--- src/rtl/frame_commit_hit_resolve.sv ---
// frame_commit_hit_resolve: gathers both players' next state each frame, resolves hits and commits.
// Define FRAME_OVERRUN_COUNT_EN to add the saturating overrun_count output.
module frame_commit_hit_resolve #(
  parameter int PLAYER_WIDTH = 40,
  parameter int KICK_RANGE = 24,
  parameter int KICK_ACTIVE_FRAME = 2,
  parameter int GRAB_RANGE = 8,
  parameter int GRAB_ACTIVE_FRAME = 1,
  parameter int P1_START_POS = 100,
  parameter int P2_START_POS = 500,
  parameter int GATHER_TIMEOUT = 255,
  parameter int STATE_DEPTH = 3,
  parameter int SPRITE_INDEX_DEPTH = 3,
  parameter int POSITION_DEPTH = 10,
  parameter logic [STATE_DEPTH-1:0] NOTHING = STATE_DEPTH'(0),
  parameter logic [STATE_DEPTH-1:0] KICK = STATE_DEPTH'(1),
  parameter logic [STATE_DEPTH-1:0] BLOCK = STATE_DEPTH'(2),
  parameter logic [STATE_DEPTH-1:0] GRAB = STATE_DEPTH'(3),
  parameter logic [STATE_DEPTH-1:0] WIN = STATE_DEPTH'(6),
  parameter logic [STATE_DEPTH-1:0] LOSE = STATE_DEPTH'(7)
) (
  input  logic                          sys_clk,
  input  logic                          reset,
  input  logic                          frame_tick,
  input  logic                          p1_done_gen,
  input  logic [STATE_DEPTH-1:0]        p1_next_state,
  input  logic [SPRITE_INDEX_DEPTH-1:0] p1_next_sprite,
  input  logic [POSITION_DEPTH-1:0]     p1_next_position,
  input  logic                          p2_done_gen,
  input  logic [STATE_DEPTH-1:0]        p2_next_state,
  input  logic [SPRITE_INDEX_DEPTH-1:0] p2_next_sprite,
  input  logic [POSITION_DEPTH-1:0]     p2_next_position,
  output logic [STATE_DEPTH-1:0]        p1_state,
  output logic [STATE_DEPTH-1:0]        p2_state,
  output logic [SPRITE_INDEX_DEPTH-1:0] p1_sprite,
  output logic [SPRITE_INDEX_DEPTH-1:0] p2_sprite,
  output logic [POSITION_DEPTH-1:0]     p1_position,
  output logic [POSITION_DEPTH-1:0]     p2_position,
  output logic                          p1_attack_connected,
  output logic                          p2_attack_connected,
  output logic                          frame_committed,
  output logic                          round_over,
  output logic                          frame_overrun
`ifdef FRAME_OVERRUN_COUNT_EN
  ,output logic [7:0]                   overrun_count
`endif
);
  localparam int PD = POSITION_DEPTH;
  localparam int SD = SPRITE_INDEX_DEPTH;
  localparam int CW = $clog2(GATHER_TIMEOUT + 1);
  typedef enum logic [2:0] {IDLE, GATHER, RESOLVE, COMMIT, OVER} fsm_t;
  fsm_t fsm;
  logic got1, got2;
  logic [CW-1:0] cnt;
  logic [STATE_DEPTH-1:0] l1_state, l2_state;
  logic [SD-1:0] l1_sprite, l2_sprite;
  logic [PD-1:0] l1_pos, l2_pos;
  logic [PD+1:0] far, near;
  logic [PD:0] gap;
  logic h1, h2, fin, busy;
  // Gap between the facing edges, clamped at zero when the sprites overlap.
  assign far = {2'b0, l2_pos};
  assign near = {2'b0, l1_pos} + (PD+2)'(PLAYER_WIDTH);
  assign gap = far >= near ? (PD+1)'(far - near) : '0;
  assign h1 = (l1_state == KICK && l1_sprite == SD'(KICK_ACTIVE_FRAME) && gap <= (PD+1)'(KICK_RANGE) && l2_state != BLOCK)
           || (l1_state == GRAB && l1_sprite == SD'(GRAB_ACTIVE_FRAME) && gap <= (PD+1)'(GRAB_RANGE));
  assign h2 = (l2_state == KICK && l2_sprite == SD'(KICK_ACTIVE_FRAME) && gap <= (PD+1)'(KICK_RANGE) && l1_state != BLOCK)
           || (l2_state == GRAB && l2_sprite == SD'(GRAB_ACTIVE_FRAME) && gap <= (PD+1)'(GRAB_RANGE));
  assign fin = l1_state == WIN || l1_state == LOSE || l2_state == WIN || l2_state == LOSE;
  assign busy = fsm == GATHER || fsm == RESOLVE || fsm == COMMIT;
  always_ff @(posedge sys_clk or negedge reset) begin
    if (!reset) begin
      fsm <= IDLE;
      got1 <= 1'b0;
      got2 <= 1'b0;
      cnt <= '0;
      l1_state <= NOTHING;
      l2_state <= NOTHING;
      l1_sprite <= '0;
      l2_sprite <= '0;
      l1_pos <= '0;
      l2_pos <= '0;
      p1_state <= NOTHING;
      p2_state <= NOTHING;
      p1_sprite <= '0;
      p2_sprite <= '0;
      p1_position <= PD'(P1_START_POS);
      p2_position <= PD'(P2_START_POS);
      p1_attack_connected <= 1'b0;
      p2_attack_connected <= 1'b0;
      frame_committed <= 1'b0;
      round_over <= 1'b0;
      frame_overrun <= 1'b0;
`ifdef FRAME_OVERRUN_COUNT_EN
      overrun_count <= '0;
`endif
    end else begin
      frame_committed <= 1'b0;
      if (frame_tick && busy) begin
        frame_overrun <= 1'b1;
`ifdef FRAME_OVERRUN_COUNT_EN
        overrun_count <= overrun_count + {7'd0, overrun_count != 8'hff};
`endif
      end
      case (fsm)
        IDLE: if (frame_tick) begin
          fsm <= GATHER;
          got1 <= 1'b0;
          got2 <= 1'b0;
          cnt <= '0;
        end
        GATHER: begin
          if (p1_done_gen && !got1) begin
            got1 <= 1'b1;
            l1_state <= p1_next_state;
            l1_sprite <= p1_next_sprite;
            l1_pos <= p1_next_position;
          end
          if (p2_done_gen && !got2) begin
            got2 <= 1'b1;
            l2_state <= p2_next_state;
            l2_sprite <= p2_next_sprite;
            l2_pos <= p2_next_position;
          end
          if ((got1 || p1_done_gen) && (got2 || p2_done_gen)) fsm <= RESOLVE;
          else if (cnt == CW'(GATHER_TIMEOUT)) fsm <= IDLE;
          else cnt <= cnt + CW'(1);
        end
        RESOLVE: begin
          p1_attack_connected <= h1 && !h2;
          p2_attack_connected <= h2 && !h1;
          fsm <= COMMIT;
        end
        COMMIT: begin
          p1_state <= l1_state;
          p2_state <= l2_state;
          p1_sprite <= l1_sprite;
          p2_sprite <= l2_sprite;
          p1_position <= l1_pos;
          p2_position <= l2_pos;
          frame_committed <= 1'b1;
          round_over <= fin;
          fsm <= fin ? OVER : IDLE;
        end
        default: fsm <= OVER;
      endcase
    end
  end
endmodule

--- config.mk ---
export PLATFORM = sky130hd
export DESIGN_NAME = frame_commit_hit_resolve
export DESIGN_NICKNAME = d
export VERILOG_FILES = /design/src/rtl/frame_commit_hit_resolve.sv
export SDC_FILE = /design/constraint.sdc
export NUM_CORES = 1
export LEC_CHECK = 0
export ABC_AREA = 1
export CAP_MARGIN = 5
export CELL_PAD_IN_SITES_DETAIL_PLACEMENT = 1
export CELL_PAD_IN_SITES_GLOBAL_PLACEMENT = 2
export CORE_UTILIZATION = 33
export DETAILED_ROUTE_END_ITERATION = 10
export PLACE_DENSITY = 0.93
export SYNTH_ARGS = -nofsm -noshare
export SYNTH_HDL_FRONTEND = slang
export SYNTH_SLANG_ARGS = --single-unit
--- constraint.sdc ---
create_clock -name sys_clk -period 4.6 [get_ports sys_clk]
set_input_delay 0.92 -clock sys_clk [delete_from_list [all_inputs] [get_ports sys_clk]]
set_output_delay 0.92 -clock sys_clk [all_outputs]
set_load 0.02 [all_outputs]
After elaboration in Yosys (flattened, before gate mapping)
Cells that the tools add are included.
- $lt $le $gt $ge: 3
- multiplexer cells: 16
- reduce and logical (&&, ||, !) cells: 37
- equal/unequal tests: 24
- $add $sub $neg: 3
- operators by type and width (kind ; number):
    8-bit 2-to-1 mux ; 3
    3-bit by 2-bit == test with 1-bit output, second input constant ; 6
    1-bit logical AND ; 16
    8-bit one-hot mux with 2 select lines ; 1
    3-bit by 1-bit == test with 1-bit output, second input constant ; 5
    3-bit == test, second input constant ; 4
    3-bit 2-to-1 mux ; 4
    3-bit one-hot mux with 4 select lines ; 1
    10-bit by 6-bit adder with 11-bit output, second input constant ; 1
    10-bit by 11-bit >= comparator with 1-bit output ; 1
    11-bit by 4-bit less-or-equal comparator with 1-bit output, second input constant ; 1
    11-bit by 5-bit less-or-equal comparator with 1-bit output, second input constant ; 1
    11-bit 2-to-1 mux ; 1
    10-bit by 11-bit subtractor with 11-bit output ; 1
    1-bit logical OR ; 9
    8-bit by 1-bit adder with 8-bit output, second input constant ; 1
    8-bit == test, second input constant ; 1
    2-bit inequality test, second input constant ; 3
    3-bit by 2-bit inequality test with 1-bit output, second input constant ; 2
    2-bit AND reduction ; 3
    3-bit AND reduction ; 2
    1-bit zero test ; 4
    1-bit 2-to-1 mux ; 4
    2-bit by 1-bit inequality test with 1-bit output, second input constant ; 2
    other kinds (5) ; 6
- logic and storage cells: 104
- input bits: 37
- register bits after elaboration: 82
- output and inout port bits: 37

Longest topological paths before layout
Gate-level depths: netlist of run 1.
- depth after elaboration: 9
- mapped depth: 19
- depth with buffers taken out: 19

Least setup slack after synthesis of run 1
No wires, ideal clock.
- path kind: register -> register
- from: register l1_pos[3]
- to: register p2_attack_connected
- setup slack: 2.140 ns
- period minus slack after synthesis: 2.460 ns
- buffers on the path: 0
- setup time: 0.116 ns
- stages on the path, launching flop included: 19
- required time: 4.484 ns
- arrival time: 2.343 ns
- cell sequence: dfrtp_1 ha_1 o21ai_0 nor3_1 xor2_1 ha_1 nand2_1 nor2_2 nand3_1 nand2_1 nand2_2 nand2_4 nand3_2 o21ai_2 nand3_1 nand2_1 nor2_1 nand2_1 nand2_1
- cells in the longest elaborated chain, start to end: 9
- elaborated cells on any way between the ends: 16
- those cells by class: 2 x add/sub; 3 x order compare; 1 x mux; 10 x reduce/logical
- RTL lines (what ; RTL line ; text):
    start, declared ; 57 ; logic [PD-1:0] l1_pos, l2_pos;
    start signal, assigned ; 117 ; l1_pos <= p1_next_position;
    10-bit by 6-bit adder with 11-bit output (*) ; 63 ; assign near = {2'b0, l1_pos} + (PD+2)'(PLAYER_WIDTH);
    10-bit by 11-bit subtractor with 11-bit output or 10-bit by 11-bit >= comparator with 1-bit output (tied branches) ; 64 ; assign gap = far >= near ? (PD+1)'(far - near) : '0;
    11-bit 2-to-1 mux (*) ; 64 ;
    11-bit by 5-bit less-or-equal comparator with 1-bit output ; 65, 67 ;
    1-bit logical AND (2 in a row) ; 65 ; assign h1 = (l1_state == KICK && l1_sprite == SD'(KICK_ACTIVE_FRAME) && gap <= (PD+1)'(KICK_RANGE) && l2_state ...
    1-bit logical OR ; 66 ; || (l1_state == GRAB && l1_sprite == SD'(GRAB_ACTIVE_FRAME) && gap <= (PD+1)'(GRAB_RANGE));
    1-bit zero test ; 131 ; p2_attack_connected <= h2 && !h1;
    1-bit logical AND (*) ; 131 ;
    end signal, assigned ; 131 ;
    end, declared ; 40 ; output logic p2_attack_connected,
Mark *: on every way between the ends. The rest lies on a longest branch, timed or not.
A chain may end at the register's enable or synchronous reset.

Final worst setup path of run 1
- from: register l1_pos[3]
- to: register p1_attack_connected
- cells in the longest elaborated chain, start to end: 9
- elaborated cells on any way between the ends: 16
- those cells by class: 2 x add/sub; 3 x order compare; 1 x mux; 10 x reduce/logical
- RTL lines (what ; RTL line ; text):
    10-bit by 6-bit adder with 11-bit output (*) ; 63 ;
    10-bit by 11-bit subtractor with 11-bit output or 10-bit by 11-bit >= comparator with 1-bit output (tied branches) ; 64 ;
    11-bit 2-to-1 mux (*) ; 64 ;
    11-bit by 5-bit less-or-equal comparator with 1-bit output ; 65, 67 ;
    1-bit logical AND (2 in a row) ; 67 ; assign h2 = (l2_state == KICK && l2_sprite == SD'(KICK_ACTIVE_FRAME) && gap <= (PD+1)'(KICK_RANGE) && l1_state ...
    1-bit logical OR ; 68 ; || (l2_state == GRAB && l2_sprite == SD'(GRAB_ACTIVE_FRAME) && gap <= (PD+1)'(GRAB_RANGE));
    1-bit zero test ; 130 ; p1_attack_connected <= h1 && !h2;
    1-bit logical AND (*) ; 130 ;
    end signal, assigned ; 130 ;
    end, declared ; 39 ; output logic p1_attack_connected,
Marks and branches as above.

==> metrics.txt, run 1 <==
status=finished with violations; violated checks=DRC; row count=39; final setup skew=between 0.005 and 0.006 ns; ys flop type=dfrtp_1; GR Overflow Total=0; CP max stage cell=dfrtp_1; Crit path max-delay family=simple AND/OR/NAND/NOR gates; top cells by count, synth=nand2_1 (112), dfrtp_1 (73), inv_1 (59); critical path arrival=around 3.0 ns; Slew Viols, Final=0; Worst-Margin Slew=about 1.1 ns; number of buffers created by CTS=9; Starting Density=roughly 34%; post-synth top area share=a little under half; Seq cells post-synth=between 80 and 90; top achievable clock speed=~0.36 GHz; worst stage delay on the critical path=around 0.43 ns; Worst IR Drop VDD=between 0.0002 and 0.00025 V; most used routing layer=met2; CP Data Required Time=approximately 4.8 ns; Sequential Power Share=32.5%; Syn Std Cell Area=~4000 sq um; Post-CTS Hold Buffers=0; Worst-Skew Late Latency=approximately 0.34 ns; Inst Count DP=~690; asr flop ratio synth=between 90% and 100%; Fin. Hold Viols=0; Worst Setup End Kind=flop; Total Negative Setup Slacks=0 ns; first-pass GRT wire length=18150 um; DR pass1 iterations=7; Placement Cell Area=4896 sq um; Switching Fraction=39.14%; synthesis-to-layout area growth=29.53%; post-CTS setup buffer count=0; CTS tree=built; diode count=0; switching power=roughly 1.1 mW; worst hold path type=reg2reg; syn_nets=530; most used cell, CP=nand2_1; CTS Root Cell=clkbuf_16; clock period minus worst slack=~2.8 ns; GR Util met3=under 10%; setup violators final=0; Tcrit/Tclk final=a little over 60%; crit path max fanout=8; DR iter-0 viols=roughly 140; Post-synth EDFFs=0; Avg WL per Cell=15.05 um; DP HPWL=7640 um; die area=about 13000 sq um; GP Congestion=about 0.84; largest net degree at the start of global routing=83; Rel. slew slack=a little under 30%; Avg Synthesized Cell Area=between 8 and 9 sq um; CTS sink cnt=82; die width=between 100 and 150 um; WL final=10580 um; Power Dens Cells=between 500 and 600 nW/um^2; Nets=~600; via count=3403; Mapped Cells=480; post-synth top area cell=dfrtp_1; Core Area=approximately 12000 sq um; Internal Power=around 1.8 mW; GRT met1 Usage=between 20 and 25%; Design Area, Final=5202 sq um; Die Y-Extent=112.3 um; Logic pwr share=between 40% and 50%; DRC viols=4; synth unique cells=34; Clk pin slew, worst setup/hold paths=around 0.060 ns; Total GRT Usage=18.49%; Crit Path Category=reg2reg; Fill cells=1374; most common cell in the netlist=nand2_1; WP buf/inv=0; Leak=about 2.6 nW; max_cap viols=0; worst path cell trace=ha_1, o21ai_0, nor3_1, xor2_1, ha_1, nand2_1, nor2_2, nand3_1, nand2_1, nand2_2, nand2_4, nand3_2, o21ai_2, nand3_1, nand2_1, nor2_1, nand2_1, nand2_1; top post-synthesis cells by area=dfrtp_1 (45%), nand2_1 (10%), dfstp_2 (5.9%); vias in the first global route=~3700; Post-CTS Resized=0; Clk network pwr share=between 20% and 30%; share of layout cells above drive strength 1=a little under 10%; register area share after synthesis=51.37%; met2 Usage GRT=29.90%; I/O pins=between 70 and 80; Layout Cells excl Fill=roughly 700; Routed Antenna Nets=0; Yosys Warn Count=0; clock tree buffer depth=2; port bufs=73; Worst setup SP type=flop; via/cell ratio=between 4 and 5; RSZ-0062 raised after global routing=false; H-tree depth=3; initial antenna violation count=0
worst paths after layout:
path | slack (ns) | from | end | depth (start not counted)
setup / recovery | 1.80 | l1_pos[3] | p1_attack_connected | 18
hold reg to reg | 0.47 | p2_position[8] | p2_position[8] | 2
max in group asynchronous | 3.16 | reset | l2_pos[3] | 1
min in group asynchronous | 0.75 | reset | cnt[3] | 1
setup reg to reg | 1.80 | l1_pos[3] | p1_attack_connected | 18
hold / removal | 0.47 | p2_position[8] | p2_position[8] | 2
final cells by class:
cell class / count / area [sq um] / share of cell area (%)
well taps: 143 / 178.9 / 3.439
flip-flops and latches: 82 / 2063 / 39.66
multi-input cells: 321 / 1659 / 31.89
repair buffers: 76 / 750.7 / 14.43
clock inverters: 4 / 50.05 / 0.9620
clock buffers: 12 / 256.5 / 4.930
inverters: 65 / 244.0 / 4.690
cell families after synthesis:
family                   share of synthesized area, %
AO/OA/AOI/OAI                                   10.44
XOR/XNOR                                        1.962
adder cells (fa/ha/maj)                         4.237
buffers and inverters                           7.321
flip-flops                                      51.37
multiplexers                                    1.402
AND/OR/NAND/NOR                                 23.27
tightest hold or removal path: cells and delay by family, from the launching register on:
kind             cells  cell delay, ns
flip-flops           1            0.36
AND/OR/NAND/NOR      2            0.11
through the flow:
stage | total power [mW] | utilization, % | setup slack, ns | hold WS, ns
after floorplan | 1.818 | - | 2.140 | 0.4645
after global placement | 2.130 | 41.98 | 2.000 | 0.4450
after detailed placement | 2.172 | 41.98 | 1.821 | 0.4627
after CTS | 2.934 | 44.61 | 1.808 | 0.4733
after global routing | 3.132 | 44.61 | 1.559 | 0.5075
final | 2.907 | 44.61 | 1.805 | 0.4704
per-layer routing:
layer / share of wire, % / routed length (um)
met2: 46 / 4856
met1: 49 / 5185
met5: 0 / 0
met4: 1.6 / 174
met3: 3.5 / 366
power by group through the flow:
stage          logic, mW  clock network [mW]  registers, mW
6_report            1.21               0.748          0.945
5_1_grt             1.38               0.793          0.964
4_1_cts             1.22               0.763          0.947
3_5_place_dp        1.21                   0          0.957
3_3_place_gp        1.18                   0          0.951
2_1_floorplan      0.850                   0          0.968
state kept, by name (all words and copies together), names as in the netlist:
register / count
l2_state: 3
p2_attack_connected: 1
got2: 1
p1_attack_connected: 1
l1_state: 3
l2_pos: 10
p2_sprite: 3
frame_committed: 1
l1_sprite: 3
l1_pos: 10
p2_state: 3
cnt: 8
p1_sprite: 3
round_over: 1
p1_state: 3
frame_overrun: 1
fsm: 3
l2_sprite: 3
got1: 1
p2_position: 10
p1_position: 10
placed cells by master (no fill, tap or decap), types with 4 or more instances in the layout:
master             n
a21oi_1           37
buf_4              4
clkbuf_16          9
clkdlybuf4s50_1   72
dfrtp_1           73
dfstp_2            9
ha_1              12
inv_1             59
inv_2              6
mux2_2             5
nand2_1          112
nand2_2            6
nand3_1           22
nand4_1            7
nor2_1            44
nor2_2             4
nor3_1             9
o21ai_0           32
xnor2_1            4
xor2_1             5
Power figures use the tool's default switching activity.
==> inputs of run 2 (changes only) <==
CORE_UTILIZATION = 31   (was 33)
PLACE_DENSITY = 0.89   (was 0.93)
clock period = 2.8 ns   (was 4.6 ns; I/O delays follow)
==> metrics.txt, run 2 (synthesized netlist as in run 1, its figures left out) <==
top achievable clock speed=0.3903 GHz (+9.1%); Power Dens Cells=941.2 nW/um^2 (+68%); first-pass GRT wire length=17880 um (-1.5%); Worst Setup End Kind=flop; die width=115.8 um (+3.1%); share of layout cells above drive strength 1=12.72% (+3.1 points); CP startpoint=l1_pos[3]; status=finished, final reports clean; clock period minus worst slack=2.562 ns (-0.2337 ns); GR Overflow Total=0 (unchanged); DR iter-0 viols=150 (+6.4%); Rel. slew slack=65.49% (+36 points); Core Area=12620 sq um (+8.2%); largest net degree at the start of global routing=46 (-45%); Worst setup SP type=flop; multi-input logic area=1700 sq um (+2.5%); worst hold path type=in2async; Internal Power=3.100 mW (+75%); Fin. Hold Viols=0 (unchanged); most common cell after layout, fill and taps aside=nand2_1; final setup skew=0.007227 ns (+0.001269 ns); Placement Cell Area=4970 sq um (+1.5%); most frequent cells in the layout=nand2_1 (107), dfrtp_1 (73), clkdlybuf4s50_1 (72); Slew Viols, Final=0 (unchanged); Leak=2.631 nW (+2.3%); Worst-Margin Slew=0.5177 ns (-0.5353 ns); number of buffers created by CTS=9 (unchanged); Avg WL per Cell=14.66 um (-2.6%); DP HPWL=7973 um (+4.3%); via count=3495 (+2.7%); GP Congestion=0.7793 (-7.2%); crit path max fanout=8 (unchanged); via/cell ratio=4.736 (-2.2%); Total Negative Setup Slacks=0 ns (unchanged); GRT met1 Usage=22.27% (-2.1 points); Clk network pwr share=26.4% (+0.7 points); Fill cells=1542 (+12%); clock tree buffer depth=2 (unchanged); Total GRT Usage=17.37% (-1.1 points); Nets=611 (+0.99%); CTS Root Cell=clkbuf_16; port bufs=73 (unchanged); I/O pins=74 (unchanged); Routed Antenna Nets=0 (unchanged); Post-CTS Hold Buffers=0 (unchanged); RSZ-0062 raised after global routing=false; WL final=10820 um (+2.2%); most used routing layer=met2; Clk pin slew, worst setup/hold paths=0.06 ns (about the same); CTS sink cnt=82 (unchanged); critical path arrival=2.80 ns (-0.23 ns); H-tree depth=3 (unchanged); CP Data Required Time=3.03 ns (-1.81 ns); initial antenna violation count=0 (unchanged); GR Util met3=2.824% (-1.5 points); Logic pwr share=42.8% (+1.1 points); Worst IR Drop VDD=0.0003183 V (+42%); vias in the first global route=3725 (+2.0%); DRC viols=0 (-4); CTS tree=built; Worst-Skew Late Latency=0.34 ns (about the same); hold_ws=0.1866 ns (-0.2837 ns); Final Util=42.55% (-2.1 points); met2 Usage GRT=29.01% (-0.89 points); Overall Power=5.054 mW (+74%); max_cap viols=0 (unchanged); Die Y-Extent=115.8 um (+3.1%); synthesis-to-layout area growth=33.71%; Crit Path Category=reg2reg; diode count=0 (unchanged); register area=2063 sq um (unchanged); FF-to-FF Start=l1_pos[3]; Sequential Power Share=30.7% (-1.8 points); setup violators final=0 (unchanged); row count=41 (+5.1%); die area=13420 sq um (+6.3%); switching power=1.955 mW (+72%); Switching Fraction=38.67% (-0.47 points); DR pass1 iterations=4 (-3); Starting Density=31.83% (-2.6 points); Design Area, Final=5370 sq um (+3.2%); Tcrit/Tclk final=91.49% (+31 points)
[run 2: cell types whose count changed in the layout (fill, tap and decap cells not counted), moves of 2 or more]
cell | previous run | this run
buf_4 | 4 | 9
a21oi_1 | 37 | 35
nand2_2 | 6 | 11
nand2_1 | 112 | 107
a21oi_2 | 1 | 3
[run 2: power groups by stage]
stage / Clock, mW / Combinational, mW / Sequential, mW
2_1_floorplan: 0 / 1.40 / 1.59
3_3_place_gp: 0 / 1.94 / 1.56
4_1_cts: 1.37 / 2.04 / 1.55
6_report: 1.34 / 2.17 / 1.55
5_1_grt: 1.41 / 2.44 / 1.58
3_5_place_dp: 0 / 2.03 / 1.57
[run 2: final cells by class]
class	count	area share [%]
inverter	65	4.543
clock buffer	12	4.963
sequential	82	38.42
multi-input combinational	321	31.66
clock inverter	4	1.351
tap	172	4.007
timing repair buffer	82	15.05
[run 2: final timing paths]
| check | slack, ns | cells past startpoint | to |
|---|---|---|---|
| setup / recovery | 0.24 | 19 | p1_attack_connected |
| hold / removal | 0.19 | 1 | cnt[4] |
| setup reg to reg | 0.24 | 19 | p1_attack_connected |
| hold reg to reg | 0.47 | 2 | p2_position[8] |
| max in group asynchronous | 1.93 | 2 | p2_position[2] |
| min in group sys_clk | 0.47 | 2 | p2_position[8] |
[run 2: layer usage]
layer	routed length, um	vias to the layer above
li1	-	1693
met1	4982	1699
met2	5191	83
met3	404	20
met4	242	0
met5	0	-
[run 2: through the flow]
stage / cells / setup WS [ns]
after floorplan: 480 / 0.3403
after global placement: 719 / 0.2089
after detailed placement: 719 / 0.03158
after CTS: 735 / 0.09860
after global routing: 738 / 0.003302
final: 738 / 0.2382
[run 2: worst max-delay path, cell delays in order (launching register included)]
cell,delay [ns]
dfrtp_1,0.38
buf_4,0.16
nand2_2,0.09
nand2_2,0.07
xor2_1,0.15
ha_1,0.38
nand2_2,0.12
inv_1,0.05
a21oi_2,0.17
nand2_2,0.08
nand2_2,0.08
nand2_4,0.08
nand3_1,0.11
nand3_1,0.10
nor2_2,0.14
nand2_1,0.06
nand2_1,0.08
nor2_1,0.04
nand2_1,0.06
nand2_1,0.05
[run 2: what timing repair did]
action | CTS | global route
resized for setup | 1 | 11
pin swaps | 0 | 6
buffers inserted | 0 | 3
setup endpoints to repair | 2 | 2
==> inputs of run 3 (changes only) <==
GPL_ROUTABILITY_DRIVEN = 0   (was not set)
clock period = 2.7 ns   (was 2.8 ns; I/O delays follow)
==> metrics.txt, run 3 (synthesized netlist as in run 1, its figures left out) <==
status=finished, final reports clean; RSZ-0062 raised after global routing=true; die area=13420 sq um (unchanged); Placement Cell Area=4977 sq um (+0.15%); crit path max fanout=5 (-3); final setup skew=0.005134 ns (-0.002093 ns); DR pass1 iterations=4 (unchanged); Inst Count DP=720 (+0.14%); Crit Path Category=reg2reg; CTS sink cnt=82 (unchanged); DRC viols=0 (unchanged); initial antenna violation count=0 (unchanged); Post-CTS Hold Buffers=0 (unchanged); Worst setup SP type=flop; Fin. Hold Viols=0 (unchanged); clock tree buffer depth=2 (unchanged); Power Dens Cells=957.6 nW/um^2 (+1.7%); Die Y-Extent=115.8 um (unchanged); Starting Density=31.83% (unchanged); first-pass GRT wire length=18150 um (+1.5%); Design Area, Final=5399 sq um (+0.54%); Layout Cells excl Fill=741 (+0.41%); R2R Setup Slk=0.16 ns (-0.08 ns); Nets=614 (+0.49%); I/O pins=74 (unchanged); Core Area=12620 sq um (unchanged); CP startpoint=l1_pos[4]; largest net degree at the start of global routing=46 (unchanged); most frequent cells in the layout=nand2_1 (105), dfrtp_1 (73), clkdlybuf4s50_1 (72); Worst IR Drop VDD=0.0002884 V (-9.4%); critical path arrival=2.78 ns (-0.02 ns); clock period minus worst slack=2.542 ns (-0.01933 ns); CP Data Required Time=2.94 ns (-0.09 ns); Routed Antenna Nets=0 (unchanged); Tcrit/Tclk final=94.17% (+2.7 points); via/cell ratio=4.711 (-0.52%); top achievable clock speed=0.3933 GHz (+0.76%); GR Overflow Total=0 (unchanged); die width=115.8 um (unchanged); diode count=0 (unchanged); FF-to-FF Start=l1_pos[4]; Total GRT Usage=17.88% (+0.51 points); number of buffers created by CTS=9 (unchanged); setup violators final=0 (unchanged); Clk pin slew, worst setup/hold paths=0.06 ns (about the same); DP HPWL=8129 um (+2.0%); worst hold path type=in2async; DR iter-0 viols=112 (-25%); max_cap viols=0 (unchanged); via count=3491 (-0.11%); vias in the first global route=3723 (-0.054%); row count=41 (unchanged); Rel. slew slack=65.67% (+0.18 points); Slew Viols, Final=0 (unchanged); Avg WL per Cell=14.87 um (+1.4%); synthesis-to-layout area growth=34.42%; port bufs=73 (unchanged); WL final=11020 um (+1.8%); CTS Root Cell=clkbuf_16; Leak=2.624 nW (-0.25%); Worst-Margin Slew=0.5150 ns (-0.002729 ns); share of layout cells above drive strength 1=14.59% (+1.9 points); Worst Setup End Kind=flop; most common cell after layout, fill and taps aside=nand2_1; CTS tree=built; H-tree depth=3 (unchanged); Worst-Skew Late Latency=0.34 ns (about the same)
[run 3: layout make-up]
cell class,count,area (sq um)
Fill cell,1519,7221
Sequential cell,82,2063
Multi-Input combinational cell,321,1775
Timing Repair Buffer,85,834.6
Clock buffer,14,254.0
Inverter,65,244.0
Tap cell,172,215.2
Clock inverter,2,12.51
[run 3: worst paths after layout]
check                                      end  cells after the start
max in group asynchronous       p2_position[2]                      2
min in group sys_clk            p2_position[8]                      2
min                                     cnt[3]                      1
max reg2reg                p1_attack_connected                     17
max                        p1_attack_connected                     17
min reg2reg                     p2_position[8]                      2
[run 3: metal layers]
layer	wire [um]	share of wire [%]	vias up	GRT usage, %
met5	0	0	-	0
met4	195	1.8	0	7.436
met3	357	3.2	15	3.347
met2	5334	48	62	29.29
met1	5131	47	1700	23.23
li1	-	-	1714	-
[run 3: stage by stage]
step                      setup TNS [ns]  setup WS (ns)  utilization (%)  power [mW]  hold WS, ns
after floorplan                        0         0.2403                -       3.097       0.2444
after global placement                 0         0.1078            39.44       3.632       0.4498
after detailed placement        -0.06931       -0.03679            39.44       3.723       0.4659
after CTS                              0        0.03924            41.55       4.887       0.1748
after global routing             -0.1312       -0.07856            42.78       5.574       0.1994
final                                  0         0.1575            42.78       5.170       0.1631
[run 3: timing repair]
action,in CTS,in global routing
gates resized for setup,1,27
endpoints found under the hold margin,0,0
buffers inserted,0,5
setup endpoints to repair,2,2
pin swaps,0,19
[run 3: worst max-delay path: stages (launching register included)]
cell	delay, ns
dfrtp_1	0.41
ha_2	0.22
o21ai_2	0.19
xor2_1	0.10
ha_1	0.39
nand2_1	0.12
nor2_2	0.14
nand3_1	0.11
nand3_1	0.10
nand2_1	0.06
nand3_2	0.07
nand3_1	0.09
nor2_2	0.14
nand2_1	0.06
nand2_1	0.08
nor2_1	0.05
nand2_1	0.07
nand2_1	0.05
[run 3: power by group]
group	total, mW	internal [mW]	leakage [nW]	switching [mW]
combinational	2.43	0.975	1.56	1.45
clock	1.13	0.648	0.127	0.481
sequential	1.62	1.45	0.939	0.163
